--- src/rtl/scc_tone_pkg.sv ---
// Shared defaults for the N-channel SCC tone generator: channel count, widths,
// the wave-error channel mask and the channel-index type.
package scc_tone_pkg;

  localparam int SCC_CH_NUM = 5;
  localparam int SCC_FREQ_W = 12;
  localparam int SCC_ADDR_W = 5;
  localparam int SCC_CH_W   = $clog2(SCC_CH_NUM);

  // Bit n selects channel n for wave-error timing (channels 3 and 4 by default).
  localparam logic [15:0] SCC_ERR_MASK = 16'b0000_0000_0001_1000;

  typedef logic [SCC_CH_W-1:0] scc_ch_t;

endpackage

--- src/rtl/scc_slot_sequencer.sv ---
// Round-robin channel slot counter: advances one slot per enabled cycle and
// wraps from CH_NUM-1 back to 0.
module scc_slot_sequencer #(
  parameter int CH_NUM = 5,
  parameter int CH_W   = $clog2(CH_NUM)
) (
  input  logic            clk,
  input  logic            reset,
  input  logic            enable,
  output logic [CH_W-1:0] slot_o
);

  logic [CH_W-1:0] slot_q;
  logic [CH_W-1:0] slot_d;

  always_comb begin
    slot_d = slot_q;
    if (enable) begin
      if (slot_q == CH_W'(CH_NUM - 1)) begin
        slot_d = '0;
      end else begin
        slot_d = slot_q + CH_W'(1);
      end
    end
  end

  always_ff @(posedge clk) begin
    if (reset) begin
      slot_q <= '0;
    end else begin
      slot_q <= slot_d;
    end
  end

  assign slot_o = slot_q;

endmodule

--- src/rtl/scc_tone_generator_nch.sv ---
// N-channel SCC tone generator: per-channel frequency counters and wave
// addresses, one channel serviced per enabled cycle, outputs registered.
// Optional wave-error strobe masking is built when SCC_TONE_ERROR_TIMING_EN is defined.
module scc_tone_generator_nch
  import scc_tone_pkg::*;
#(
  parameter int          CH_NUM      = SCC_CH_NUM,
  parameter int          FREQ_W      = SCC_FREQ_W,
  parameter int          ADDR_W      = SCC_ADDR_W,
  parameter int          CH_W        = $clog2(CH_NUM),
  parameter logic [15:0] ERR_CH_MASK = SCC_ERR_MASK
) (
  input  logic              clk,
  input  logic              reset,
  input  logic              enable,
  input  logic              reg_wr,
  input  logic [CH_W-1:0]   reg_ch,
  input  logic [FREQ_W-1:0] reg_freq,
  input  logic              reg_wave_reset,
  input  logic              key_wr,
  input  logic              key_on,
  input  logic              reg_wave_error_en,
  output logic [CH_W-1:0]   out_ch,
  output logic [ADDR_W-1:0] wave_address,
  output logic              wave_update,
  output logic              out_valid
);

  logic [CH_W-1:0]   slot;
  logic [FREQ_W-1:0] freq_q [CH_NUM];
  logic [FREQ_W-1:0] freq_d [CH_NUM];
  logic [FREQ_W-1:0] cnt_q  [CH_NUM];
  logic [FREQ_W-1:0] cnt_d  [CH_NUM];
  logic [ADDR_W-1:0] addr_q [CH_NUM];
  logic [ADDR_W-1:0] addr_d [CH_NUM];
  logic [CH_NUM-1:0] key_q;
  logic [CH_NUM-1:0] key_d;

  logic [FREQ_W-1:0] cur_cnt;
  logic [FREQ_W-1:0] cur_freq;
  logic [ADDR_W-1:0] cur_addr;
  logic              cur_key;
  logic              period_end;
  logic              err_block;

  logic [CH_W-1:0]   out_ch_q;
  logic [ADDR_W-1:0] wave_address_q;
  logic              wave_update_q;
  logic              out_valid_q;

  scc_slot_sequencer #(
    .CH_NUM (CH_NUM),
    .CH_W   (CH_W)
  ) u_slot_seq (
    .clk    (clk),
    .reset  (reset),
    .enable (enable),
    .slot_o (slot)
  );

  // ">=" lets a freshly lowered frequency end the period at once.
  always_comb begin
    cur_cnt    = cnt_q[slot];
    cur_freq   = freq_q[slot];
    cur_addr   = addr_q[slot];
    cur_key    = key_q[slot];
    period_end = (cur_cnt >= cur_freq);
  end

  // Slot processing first, then register writes override it for the same channel.
  always_comb begin
    for (int ch = 0; ch < CH_NUM; ch++) begin
      freq_d[ch] = freq_q[ch];
      cnt_d[ch]  = cnt_q[ch];
      addr_d[ch] = addr_q[ch];
      key_d[ch]  = key_q[ch];
      if (enable && key_q[ch] && (slot == CH_W'(ch))) begin
        if (cnt_q[ch] >= freq_q[ch]) begin
          cnt_d[ch]  = '0;
          addr_d[ch] = addr_q[ch] + ADDR_W'(1);
        end else begin
          cnt_d[ch] = cnt_q[ch] + FREQ_W'(1);
        end
      end
      if (reg_wr && (reg_ch == CH_W'(ch))) begin
        freq_d[ch] = reg_freq;
        cnt_d[ch]  = '0;
        if (reg_wave_reset) begin
          addr_d[ch] = '0;
        end
      end
      if (key_wr && (reg_ch == CH_W'(ch))) begin
        key_d[ch] = key_on;
      end
    end
  end

  always_ff @(posedge clk) begin
    if (reset) begin
      for (int ch = 0; ch < CH_NUM; ch++) begin
        freq_q[ch] <= '0;
        cnt_q[ch]  <= '0;
        addr_q[ch] <= '0;
      end
      key_q <= '0;
    end else begin
      freq_q <= freq_d;
      cnt_q  <= cnt_d;
      addr_q <= addr_d;
      key_q  <= key_d;
    end
  end

`ifdef SCC_TONE_ERROR_TIMING_EN
  logic [4:0] err_q [CH_NUM];
  logic [4:0] err_d [CH_NUM];
  logic [5:0] err_sum;

  // The carry out of the running error sum suppresses the strobe, not the advance.
  always_comb begin
    err_sum   = {1'b0, err_q[slot]} + {1'b0, ~cur_freq[4:0]};
    err_block = ERR_CH_MASK[slot] & reg_wave_error_en & err_sum[5];
    for (int ch = 0; ch < CH_NUM; ch++) begin
      err_d[ch] = err_q[ch];
      if (ERR_CH_MASK[ch] && enable && (slot == CH_W'(ch))) begin
        err_d[ch] = err_sum[4:0];
      end
    end
  end

  always_ff @(posedge clk) begin
    if (reset) begin
      for (int ch = 0; ch < CH_NUM; ch++) begin
        err_q[ch] <= '0;
      end
    end else begin
      err_q <= err_d;
    end
  end
`else
  logic unused_err_cfg;
  assign err_block      = 1'b0;
  assign unused_err_cfg = reg_wave_error_en ^ (|ERR_CH_MASK);
`endif

  always_ff @(posedge clk) begin
    if (reset) begin
      out_ch_q       <= '0;
      wave_address_q <= '0;
      wave_update_q  <= 1'b0;
      out_valid_q    <= 1'b0;
    end else begin
      out_valid_q   <= enable;
      wave_update_q <= enable & period_end & cur_key & ~err_block;
      if (enable) begin
        out_ch_q       <= slot;
        wave_address_q <= cur_addr;
      end
    end
  end

  assign out_ch       = out_ch_q;
  assign wave_address = wave_address_q;
  assign wave_update  = wave_update_q;
  assign out_valid    = out_valid_q;

endmodule

--- config.mk ---
export PLATFORM = sky130hd
export DESIGN_NAME = scc_tone_generator_nch
export DESIGN_NICKNAME = d
export VERILOG_FILES = /design/src/rtl/scc_tone_pkg.sv /design/src/rtl/scc_slot_sequencer.sv /design/src/rtl/scc_tone_generator_nch.sv
export SDC_FILE = /design/constraint.sdc
export NUM_CORES = 1
export LEC_CHECK = 0
export ABC_AREA = 1
export CAP_MARGIN = 20
export CORE_MARGIN = 1.5
export CORE_UTILIZATION = 40
export CTS_CLUSTER_DIAMETER = 200
export DETAILED_ROUTE_END_ITERATION = 12
export DONT_BUFFER_PORTS = 1
export RECOVER_POWER = 50
export SLEW_MARGIN = 20
export SYNTH_ARGS = -nofsm -noshare
export SYNTH_HDL_FRONTEND = slang
export SYNTH_SLANG_ARGS = --single-unit
--- constraint.sdc ---
create_clock -name clk -period 5.9 [get_ports clk]
set_input_delay 1.18 -clock clk [delete_from_list [all_inputs] [get_ports clk]]
set_output_delay 1.18 -clock clk [all_outputs]
set_load 0.05 [all_outputs]
# --- Word level (Yosys, flattened, before mapping) ---
# Cells that the tools add are included.
classes:
  add_sub_neg: 11
  magnitude_cmp: 8
  n_eq_ne: 8
  n_mux: 37
  bitwise_logic: 3
  n_reduce_logical: 27
op_table:
  columns: ["operator", "count"]
  rows:
  - ["$mux 5", 22]
  - ["$mux 12", 9]
  - ["$bmux 12 s3", 2]
  - ["$ge 12x12->1", 6]
  - ["$add 12x1->12 const B", 5]
  - ["$add 5x1->5 const B", 5]
  - ["$logic_and 1x1->1", 20]
  - ["$bmux 5 s3", 1]
  - ["$eq 3x2->1 const B", 4]
  - ["$reduce_or 2->1", 5]
  - ["$eq 3x1->1 const B", 2]
  - ["$eq 3x3->1 const B", 2]
  - ["$logic_not 3->1", 2]
  - ["$ge 4x4->1 const B", 1]
  - ["$lt 3x4->1 const B", 1]
  - ["$not 3->4", 1]
  - ["$add 3x1->3 const B", 1]
  - ["$bmux 1 s3", 1]
  - ["$mux 3", 1]
  - ["$and 1x1->1", 2]
  - ["$mux 1", 1]
word_totals:
  register_bits: 163
  inputBits: 23
  word_cells: 119

# --- Longest topological paths before layout ---
logic_depth:
  ltp_word: 7
  depth_mapped: 16
  ltp_nobuf: 15

# --- Modules after synthesis ---
# A second synthesis with hierarchy kept.
unflattened:
  hier_cells: 1394
  area_unflattened_um2: 9668.0
by_module_without_submodules:
  columns: ["mod", "n_inst", "cells_each", "area_per_inst_um2", "seq_area_each_um2"]
  rows:
  - ["scc_tone_generator_nch", 1, 1369, 9494.1, 3203.1]
  - ["scc_slot_sequencer", 1, 25, 173.9, 60.1]

# --- Least setup slack after synthesis ---
# Ideal clock, no wire load.
synth_timing:
  path_kind: "input -> register"
  start: "input enable"
  end: "register cnt_q[47] in the netlist's numbering"
  arrival_ps: 2202
  setup_slack_ps: 3581
  stages: 10
  path_buffers: 1
  path_cell_list: "buf_6 inv_4 nor2_8 nand3_4 nor2_4 nand2_4 nor2_4 nand2_2 xor2_1 nor2_2"
synth_via:
  elab_chain_cells: 2
synth_lines:
  columns: ["element", "line_no", "source"]
  rows:
  - ["start: declaration", "scc_tone_generator_nch.sv:15", "input logic enable,"]
  - ["$logic_and 1x1->1 (2 in series)", "scc_tone_generator_nch.sv:77", "if (enable && key_q[ch] && (slot == CH_W'(ch))) begin"]
  - ["end signal: assignment", "scc_tone_generator_nch.sv:108", "cnt_q <= cnt_d;"]
  - ["end: declaration", "scc_tone_generator_nch.sv:32", "logic [FREQ_W-1:0] cnt_q [CH_NUM];"]
# Every way passes these cells.
# A chain may end at the register's enable or synchronous reset.

# --- Final worst setup path ---
layout_timing:
  start: "input enable"
  end: "register cnt_q[38] in the netlist's numbering"
# Same word-level chain as after synthesis.

==> flow_summary_export.csv <==
group,metric,value,unit
outcome,violations,"max-capacitance violations, max-slew violations",
power,p_sw_share,27.7,%
power,power_density,248,nW/um2
floorplanning,dieArea,25500,um2
timing,setup_viol,0,
timing,drv_slew,48,
detailed_routing,vias,8789,
clock_network,clock-sinks,163,
job,cap_violations,1,
power,clkPwrFrac,45.0,%
final_layout,regArea,3260,um2
placement,place_area,10100,um2
global_routing,grt_pass1_vias,8073,
timing,fin_skew,13.3,ps
detailed_routing,drt_iter0_drc,595,
clock_network,max-clock-path-buffers,2,
timing,fin_setup_tns,0,ps
detailed_routing,ant_nets,0,
clock_network,numCtsBuffers,17,
floorplanning,dieHeight,160,um
clock_network,cts_tree,"built",
timing,finalCritPeriodShare,63.5,%
detailed_routing,vias_per_cell,5.14,
critical_path,cp_max_fo,11,
critical_path,crit_type,"input port to flip-flop",
floorplanning,pin_count,33,
clock_network,clkLatencyLatePin,440,ps
clock_network,cts_hold_buf,0,
final_layout,fin_nets,1482,
final_layout,num_antenna_cells,0,
timing,rsz0062_at_grt,"false",
critical_path,cp.required,6210,ps
power,combPwrFrac,11.3,%
floorplanning,coreArea,24200,um2
final_layout,areaGrowthSynthToFinish,8.27,%
timing,slew_headroom,-12.4,%
clock_network,post-cts-setup-buffers,0,
placement,gp_congestion,0.884,
power,p_leak,4.36,nW
power,power_frac_seq,43.7,%
outcome,status,"complete, but fails checks",
synth,synth_ff_type,"dfxtp_1",
min_path,hold_class,"flip-flop to flip-flop",
critical_path,endpoint_kind,"flip-flop",
synth,syn_inst,1396,
timing,worst_slew_pin_slew,1690,ps
global_routing,grt_max_degree,77,
synth,ys_types,47,
global_routing,gr-usage-all-layers,21.3,%
synth,yosys_warnings,0,
floorplanning,fp-row-count,57,
synth,synth_fp_nets,1506,
power,p_sw,0.730,mW
detailed_routing,route.detailed.drc,0,
synth,ys_seq_area_share,33.2,%
clock_network,clkTransAtPathRegs,70,ps
timing,hold_viol_final,0,
global_routing,grt_overflow,0,
final_layout,final_common_cell,"nand2_1",
critical_path,arrival,4060,ps
power,p_int,1.91,mW
power,finalPower,2.64,mW
detailed_routing,dr.pass1.iters,5,
floorplanning,die_x,160,um
critical_path,start_kind,"input port",
synth,synth_edf_count,0,
clock_network,cts-root-buf,"clkbuf_16",
global_routing,antenna_found_initial,0,
clock_network,htree_levels,4,
final_layout,multiInputGateArea,5560,um2
final_layout,fillerInstances,2512,
power,max-vdd-ir-drop,208,uV
final_layout,fin_area,10600,um2
final_layout,layout-drive-gt1-share,5.05,%
detailed_routing,wl_per_cell,15.5,um
timing,fmax,0.267,GHz
synth,syn-cell-area,9830,um2
clock_network,post_cts_resized,0,
placement,dp_hpwl,20.4,mm
final_layout,final_cell_mix,"nand2_1, inv_1, a21oi_1, dfxtp_1, o21ai_0",
global_routing,grt_pass1_wl,43.0,mm
synth,synth_seq_cells,163,
placement,port_buffers,0,
synth,avgSynthCellArea,7.04,um2
timing,min_period,3750,ps
detailed_routing,wirelength,26.5,mm
floorplanning,start_util,40.6,%
synth,async_flop_share,0,%
[stage by stage]
step / std cells / util, % / setup slack (ps) / hold WS, ps
global route: 1709 / 43.9 / 1990 / 473
detailed placement: 1677 / 41.5 / 2500 / 460
floorplan: 1396 / - / 3580 / 439
CTS: 1709 / 44.1 / 2480 / 469
finish: 1709 / 43.9 / 2150 / 466
global placement: 1677 / 41.5 / 2500 / 449
[synth_stat cells (all sizes together) (3+ instances only)]
cell | instances | area (um2)
inv | 200 | 753
xor2 | 27 | 236
nand4 | 22 | 153
nand2 | 250 | 978
nor3b | 9 | 67.6
clkbuf | 32 | 120
ha | 87 | 1090
nor2 | 127 | 551
nor3 | 31 | 193
o31ai | 11 | 82.6
dfxtp | 163 | 3260
a32o | 4 | 40.0
o21ai | 144 | 721
a21oi | 185 | 926
xnor2 | 3 | 26.3
nand3 | 63 | 370
buf | 16 | 96.3
a31oi | 5 | 31.3
[power groups by stage]
stage          registers, mW  clock network, mW  logic [mW]
2_1_floorplan           1.17                  0       0.227
3_3_place_gp            1.18                  0       0.294
3_5_place_dp            1.18                  0       0.299
4_1_cts                 1.15               1.21       0.300
5_1_grt                 1.15               1.25       0.341
6_report                1.15               1.19       0.299
[final cells by class]
type                            instances  share of cell area (%)
Timing Repair Buffer                    5                   0.317
Inverter                              202                    7.14
Tap cell                              324                    3.81
Clock buffer                           19                    4.25
Sequential cell                       163                    30.6
Clock inverter                         13                    1.62
Multi-Input combinational cell        983                    52.2
[cell families (layout without fill, tap and decap cells)]
logic type	count (synthesis)	after routing	synth area share, %
AND/OR/NAND/NOR	508	508	24.1
AO/OA/AOI/OAI	357	357	19.0
flip-flops	163	163	33.2
buffers and inverters	250	239	9.95
multiplexers	1	1	0.102
XOR/XNOR	30	30	2.67
adder cells (fa/ha/maj)	87	87	11.1
[worst paths after layout]
check | slack, ps | depth (start not counted) | start | end
hold / removal | 470 | 2 | addr_q[19]$_SDFF_PP0_ | addr_q[19]$_SDFF_PP0_
setup / recovery | 2150 | 7 | enable | cnt_q[38]$_SDFFE_PP0P_
setup reg to reg | 2240 | 11 | u_slot_seq.slot_o[0]$_SDFFE_PP0P_ | wave_update$_SDFF_PP0_
hold reg to reg | 470 | 2 | addr_q[19]$_SDFF_PP0_ | addr_q[19]$_SDFF_PP0_
[state kept, by name, summed over array words and instances (netlist names)]
signal	count
freq_q	60
cnt_q	60
key_q	5
out_valid	1
wave_address	5
wave_update	1
addr_q	25
out_ch	3
u_slot_seq.slot_o	3
[worst max-delay path, cell delays in order]
cell and delay (ps):
clkinvlp_2 360, nor2_1 840, nand3_1 630, inv_1 450, nand2_1 160, nand2_1 340
nor3b_1 90
[per-layer routing]
metal  up-vias  global-route usage (%)  wire [um]
met4         0                    5.61        355
met3        22                    2.73       1120
met5         -                       0          0
li1       4564                       -          -
met2       167                    35.2      12300
met1      4036                    29.4      12800
Power figures use the tool's default switching activity.
